[config.mk]
export PLATFORM = sky130hd
export DESIGN_NAME = counter_stream_flat
export DESIGN_NICKNAME = d
export VERILOG_FILES = /design/src/rtl/counter_stream_if.sv /design/src/rtl/counter_stream.sv /design/src/flat_wrapper.sv
export SDC_FILE = /design/constraint.sdc
export NUM_CORES = 1
export LEC_CHECK = 0
export ABC_AREA = 1
export CAP_MARGIN = 20
export CORE_AREA = 2 2 62 108
export DETAILED_ROUTE_END_ITERATION = 16
export DIE_AREA = 0 0 64 110
export PLACE_DENSITY = 0.56
export SLEW_MARGIN = 10
export SYNTH_ARGS = -nofsm -noshare
export SYNTH_HDL_FRONTEND = slang
export SYNTH_SLANG_ARGS = --single-unit
export TNS_END_PERCENT = 50
[constraint.sdc]
create_clock -name clock -period 3.88 [get_ports clock]
set_input_delay 0.776 -clock clock [delete_from_list [all_inputs] [get_ports clock]]
set_output_delay 0.776 -clock clock [all_outputs]
set_load 0.01 [all_outputs]
[src/rtl/counter_stream_if.sv]
// counter_stream_if: command and output-stream signals of counter_stream.
// The master modport is the counter_stream side, the slave modport is the user side.
interface counter_stream_if #(
    parameter int WIDTH     = 8,
    parameter int LEN_WIDTH = 8
);
    logic                 cmd_valid;
    logic                 cmd_ready;
    logic [WIDTH-1:0]     cmd_start;
    logic [WIDTH-1:0]     cmd_step;
    logic [LEN_WIDTH-1:0] cmd_len;
    logic                 valid;
    logic                 ready;
    logic [WIDTH-1:0]     data;
    logic                 last;

    modport master (
        input  cmd_valid, cmd_start, cmd_step, cmd_len, ready,
        output cmd_ready, valid, data, last
    );

    modport slave (
        output cmd_valid, cmd_start, cmd_step, cmd_len, ready,
        input  cmd_ready, valid, data, last
    );
endinterface

[src/rtl/counter_stream.sv]
// counter_stream: command-driven arithmetic-sequence burst source with a
// valid/ready output. Each accepted command (start, step, len) produces
// len+1 beats start, start+step, ... with last on the final beat.
// Optional feature macro: COUNTER_STREAM_BEAT_COUNT_EN adds a 32-bit
// beat_count port counting every output handshake.
module counter_stream #(
    parameter int WIDTH     = 8,
    parameter int LEN_WIDTH = 8
) (
    input  logic             clock,
    input  logic             reset,
    counter_stream_if.master bus
`ifdef COUNTER_STREAM_BEAT_COUNT_EN
    ,
    output logic [31:0]      beat_count
`endif
);

    typedef enum logic {
        S_IDLE = 1'b0,
        S_RUN  = 1'b1
    } state_t;

    state_t               r_state;
    state_t               w_state_nxt;

    logic                 r_cmd_ready;
    logic                 r_valid;
    logic                 r_last;
    logic [WIDTH-1:0]     r_data;
    logic [WIDTH-1:0]     r_step;
    logic [LEN_WIDTH-1:0] r_rem;

    logic                 w_cmd_ready_nxt;
    logic                 w_valid_nxt;
    logic                 w_last_nxt;
    logic [WIDTH-1:0]     w_data_nxt;
    logic [WIDTH-1:0]     w_step_nxt;
    logic [LEN_WIDTH-1:0] w_rem_nxt;

    logic                 w_cmd_fire;
    logic                 w_beat_fire;

    // cmd_ready is only ever high in IDLE, so a command fire implies IDLE
    assign w_cmd_fire  = bus.cmd_valid && r_cmd_ready;
    assign w_beat_fire = r_valid && bus.ready;

    // Next-state and next-register values; every output is registered
    always_comb begin
        w_state_nxt     = r_state;
        w_cmd_ready_nxt = r_cmd_ready;
        w_valid_nxt     = r_valid;
        w_last_nxt      = r_last;
        w_data_nxt      = r_data;
        w_step_nxt      = r_step;
        w_rem_nxt       = r_rem;

        case (r_state)
            S_IDLE: begin
                // cmd_ready comes up one edge after reset release and stays up
                w_cmd_ready_nxt = 1'b1;
                w_valid_nxt     = 1'b0;
                w_last_nxt      = 1'b0;
                if (w_cmd_fire) begin
                    w_data_nxt      = bus.cmd_start;
                    w_step_nxt      = bus.cmd_step;
                    w_rem_nxt       = bus.cmd_len;
                    w_last_nxt      = (bus.cmd_len == '0);
                    w_valid_nxt     = 1'b1;
                    w_cmd_ready_nxt = 1'b0;
                    w_state_nxt     = S_RUN;
                end
            end

            S_RUN: begin
                w_cmd_ready_nxt = 1'b0;
                if (w_beat_fire) begin
                    if (r_last) begin
                        w_valid_nxt     = 1'b0;
                        w_last_nxt      = 1'b0;
                        w_cmd_ready_nxt = 1'b1;
                        w_state_nxt     = S_IDLE;
                    end else begin
                        // modulo-2^WIDTH add; a step of all-ones counts down
                        w_data_nxt = r_data + r_step;
                        // never reached with r_rem==0 because last is set at 1
                        w_rem_nxt  = r_rem - LEN_WIDTH'(1);
                        w_last_nxt = (r_rem == LEN_WIDTH'(1));
                    end
                end
            end

            default: begin
                w_state_nxt = S_IDLE;
            end
        endcase
    end

    // FSM state register
    always_ff @(posedge clock or posedge reset) begin
        if (reset) begin
            r_state <= S_IDLE;
        end else begin
            r_state <= w_state_nxt;
        end
    end

    // Output and burst registers; reset clears everything so a burst
    // interrupted by reset leaves nothing behind
    always_ff @(posedge clock or posedge reset) begin
        if (reset) begin
            r_cmd_ready <= 1'b0;
            r_valid     <= 1'b0;
            r_last      <= 1'b0;
            r_data      <= '0;
            r_step      <= '0;
            r_rem       <= '0;
        end else begin
            r_cmd_ready <= w_cmd_ready_nxt;
            r_valid     <= w_valid_nxt;
            r_last      <= w_last_nxt;
            r_data      <= w_data_nxt;
            r_step      <= w_step_nxt;
            r_rem       <= w_rem_nxt;
        end
    end

    assign bus.cmd_ready = r_cmd_ready;
    assign bus.valid     = r_valid;
    assign bus.data      = r_data;
    assign bus.last      = r_last;

`ifdef COUNTER_STREAM_BEAT_COUNT_EN
    logic [31:0] r_beat_count;

    // Running total of output handshakes, wraps at 2^32, cleared only by reset
    always_ff @(posedge clock or posedge reset) begin
        if (reset) begin
            r_beat_count <= '0;
        end else if (w_beat_fire) begin
            r_beat_count <= r_beat_count + 32'd1;
        end
    end

    assign beat_count = r_beat_count;
`endif

endmodule
[src/flat_wrapper.sv]
// flat-port wrapper written by rule: the top's interface ports become plain ports
module counter_stream_flat 
#(
    parameter int WIDTH     = 8,
    parameter int LEN_WIDTH = 8
)
  (clock, reset, bus_cmd_valid, bus_cmd_start, bus_cmd_step, bus_cmd_len, bus_ready, bus_cmd_ready, bus_valid, bus_data, bus_last);
  counter_stream_if #(.WIDTH(WIDTH), .LEN_WIDTH(LEN_WIDTH)) bus_i ();
  input  logic clock;
  input  logic reset;
  input wire logic [$bits(bus_i.cmd_valid)-1:0] bus_cmd_valid;
  input wire logic [$bits(bus_i.cmd_start)-1:0] bus_cmd_start;
  input wire logic [$bits(bus_i.cmd_step)-1:0] bus_cmd_step;
  input wire logic [$bits(bus_i.cmd_len)-1:0] bus_cmd_len;
  input wire logic [$bits(bus_i.ready)-1:0] bus_ready;
  output wire logic [$bits(bus_i.cmd_ready)-1:0] bus_cmd_ready;
  output wire logic [$bits(bus_i.valid)-1:0] bus_valid;
  output wire logic [$bits(bus_i.data)-1:0] bus_data;
  output wire logic [$bits(bus_i.last)-1:0] bus_last;
  assign bus_i.cmd_valid = bus_cmd_valid;
  assign bus_i.cmd_start = bus_cmd_start;
  assign bus_i.cmd_step = bus_cmd_step;
  assign bus_i.cmd_len = bus_cmd_len;
  assign bus_i.ready = bus_ready;
  assign bus_cmd_ready = bus_i.cmd_ready;
  assign bus_valid = bus_i.valid;
  assign bus_data = bus_i.data;
  assign bus_last = bus_i.last;
  counter_stream #(.WIDTH(WIDTH), .LEN_WIDTH(LEN_WIDTH)) u_core (.clock(clock), .reset(reset), .bus(bus_i));
endmodule
==> key figures <==
Run status
  • Outcome: finished clean

Logic synthesis
  • Syn Inst Count: 244
  • Synthesized cell area: ~1800 µm²
  • Post-Syn Area per Cell: 7.38 µm²
  • Distinct cells, synth: 31
  • Synthesized Nets: roughly 280
  • Sequential share of the synthesized area: 38.9%
  • Ys Warns: 0
  • Synth Register Bits: 28

Timing
  • WHS: 0.495 ns
  • Endpoints failing setup: 0
  • Slew headroom: 34.9%
  • Fin crit share: between 50% and 60%
  • RSZ-0062 raised after global routing: false
  • Fin crit period: 2.17 ns
  • Max Freq: ~0.46 GHz
  • Worst-Margin Slew: a little under 1 ns
  • Hold Violations, Final: 0
  • Clock Skews: roughly 0.0024 ns
  • Max-slew violation count: 0
  • Final setup TNS: 0 ns

Power
  • Leakage: 1.14 nW
  • Worst vdd ir: ~0.096 mV
  • Total power: ~490 µW
  • Pwr Density: 212 nW/µm²

Drt
  • Initial DRC count: 45
  • DR WL/cell: 12.7 µm
  • Number of remaining DRC errors: 0
  • Vias: 1631
  • Antenna Nets Post-Route: 0
  • Final wirelength: 4.53 mm
  • Via density: 4.56
  • Drt pass-1 iters: 4

Worst setup path
  • Required @ worst endpoint: around 4 ns
  • Arrival time at the worst endpoint: between 2 and 2.5 ns
  • Crit path kind: reg -> reg
  • Largest stage delay, worst path: approximately 0.99 ns
  • CP Cell Sequence: nand2_1 > nand2_4 > nand2_4 > inv_2 > o21ai_0 > o21ai_0
  • Worst Setup End Kind: flip-flop
  • R2R depth: 6
  • Flop2flop setup slack: about 1.7 ns
  • Worst Path Max Fanout: 26
  • Critical Path Start Type: flip-flop
  • Worst r2r src: u_core.r_state
  • Worst r2r dst: u_core.bus.data[3]
  • Worst path slowest cell: dfrtp_1

Job
  • MaxCap Viol Count: 0

Final layout
  • Area grow syn2layout: 27.3%
  • Diodes inserted: 0
  • Most frequent cells in the layout: 77 x nand2_1, 38 x clkdlybuf4s50_1, 30 x nor2_1
  • Core Util, Final: a little under two fifths
  • Final nets: ~320
  • Share of layout cells above drive strength 1: between 6 and 7%
  • Fillers: between 600 and 700
  • Final cell count without fillers: about 360
  • Most common cell after layout, fill and taps aside: nand2_1

Clock network
  • Max H-tree Level: 1
  • CTS Buffer Depth: 2
  • Root buffer cell: clkbuf_8
  • # hold bufs at CTS: 0
  • Clk slew on worst S/H paths: roughly 0.090 ns
  • CTS tree: built
  • Clock sink count: 28
  • Clock Latency Late Sink: around 0.27 ns
  • Cts repair resizes: 0
  • CTS Buf Count: 3
  • Post-CTS setup buffer count: 0

Placement
  • Dpl cells: 355
  • Final GP Congestion: about 0.85
  • Hpwl dp: 3.62 mm
  • IO Port Bufs: 38

Global routing
  • Initial antenna violation count: 0
  • Gr usage total: 14.1%
  • First-pass GRT wire length: 7.71 mm
  • Total grt overflow: 0
  • Vias in the first global route: ~1700
  • Largest net degree at the start of global routing: 27

Floorplanning
  • Die area: between 7000 and 8000 µm²
  • # IOs: 39
  • Row cnt: 38
  • Core footprint: between 6000 and 7000 µm²
  • Initial Util: between 20 and 30%
  • Die height: 110 µm
  • Chip width: 64 µm

Min path
  • Hold path depth: 2
  • Hold Startpoint: u_core.r_step[3]
  • Hold Crit Class: reg -> reg
  • Hold endpoint: u_core.r_step[3]
==> logic make-up (layout without fill, tap and decap cells) <==
family	after synthesis	count (layout)	synth area share (%)
buffers and inverters	38	72	9.86
adders and majority gates	10	10	7.36
and+or+nand+nor	132	132	31.2
DFF	28	28	38.9
xor gates and xnor gates	3	3	1.46
AOI/OAI and AO/OA	33	33	11.3
==> per-layer routing <==
layer  vias to the layer above  wire [µm]  track usage (%)
li1                        837          -                -
met1                       762       1770             15.2
met2                        28       2590             27.4
met3                         4        107             1.42
met4                         0         59             5.75
met5                         -          0                0
==> cell usage after synthesis <==
library cell	count	share of area, %
buf_6	3	1.9
nand3_1	14	3.9
nor2_2	1	0.35
buf_2	1	0.28
xor2_1	2	0.97
o21ai_0	10	2.8
o22ai_1	3	1.0
buf_4	1	0.42
inv_8	1	0.62
nand2_4	2	1.2
ha_1	9	6.3
nor2_1	30	6.3
a21oi_2	1	0.49
o31ai_2	1	0.69
dfrtp_1	28	39
inv_1	27	5.6
nand3_4	1	0.97
o21ai_1	5	1.4
or2_2	3	1.0
o211ai_1	2	0.83
inv_2	2	0.42
nor3_1	2	0.56
o21ai_2	1	0.49
fa_1	1	1.1
a21oi_1	8	2.2
a21oi_4	1	0.90
nand2_1	77	16
nand3b_1	2	0.83
clkbuf_1	3	0.62
xnor2_1	1	0.49
a22oi_1	1	0.42
==> worst max-delay path: cells and delay by family, from the launching register on <==
kind	cells	cell delay, ns
AOI/OAI and AO/OA	2	0.30
buffers and inverters	1	0.25
DFF	1	0.99
and+or+nand+nor	3	0.55
==> registers in the layout (all words and copies together), names as in the netlist <==
signal                count
u_core.bus.cmd_ready      1
u_core.bus.last           1
u_core.r_state            1
u_core.bus.data           8
u_core.bus.valid          1
u_core.r_step             8
u_core.r_rem              8
==> final cells by class <==
| class | count | area (µm²) | share of cell area [%] |
|---|---|---|---|
| clock buffer | 3 | 41.3 | 1.80 |
| timing repair buffer | 39 | 408 | 17.8 |
| multi-input combinational | 178 | 923 | 40.3 |
| inverter | 30 | 120 | 5.24 |
| sequential | 28 | 701 | 30.6 |
| tap | 80 | 100 | 4.36 |
==> worst max-delay path by stage <==
| stage | from | to | slack, ns | cells past startpoint |
|---|---|---|---|---|
| 2_1_floorplan | u_core.bus.data[0] | u_core.bus.data[4] | 2.20 | 11 |
| 3_3_place_gp | bus_cmd_valid | u_core.bus.data[3] | 1.55 | 7 |
| 3_5_place_dp | bus_cmd_valid | u_core.bus.data[3] | 1.53 | 7 |
| 4_1_cts | u_core.r_state | u_core.bus.data[3] | 1.73 | 6 |
| 5_1_grt | u_core.r_state | u_core.bus.data[3] | 1.54 | 6 |
| 6_report | u_core.r_state | u_core.bus.data[3] | 1.71 | 6 |
==> stage by stage <==
step	setup WS (ns)	cell area (µm²)
3_3_place_gp	1.55	2220
2_1_floorplan	2.20	1800
5_1_grt	1.54	2290
3_5_place_dp	1.53	2250
4_1_cts	1.73	2290
6_report	1.71	2290
==> where the power goes <==
part / internal, mW / switching, mW / leakage, nW
registers: 0.292 / 0 / 0.339
logic: 0.0273 / 0.0139 / 0.774
clock network: 0.0695 / 0.0838 / 0.0216
Note: power is estimated with default switching activity, not from simulation.
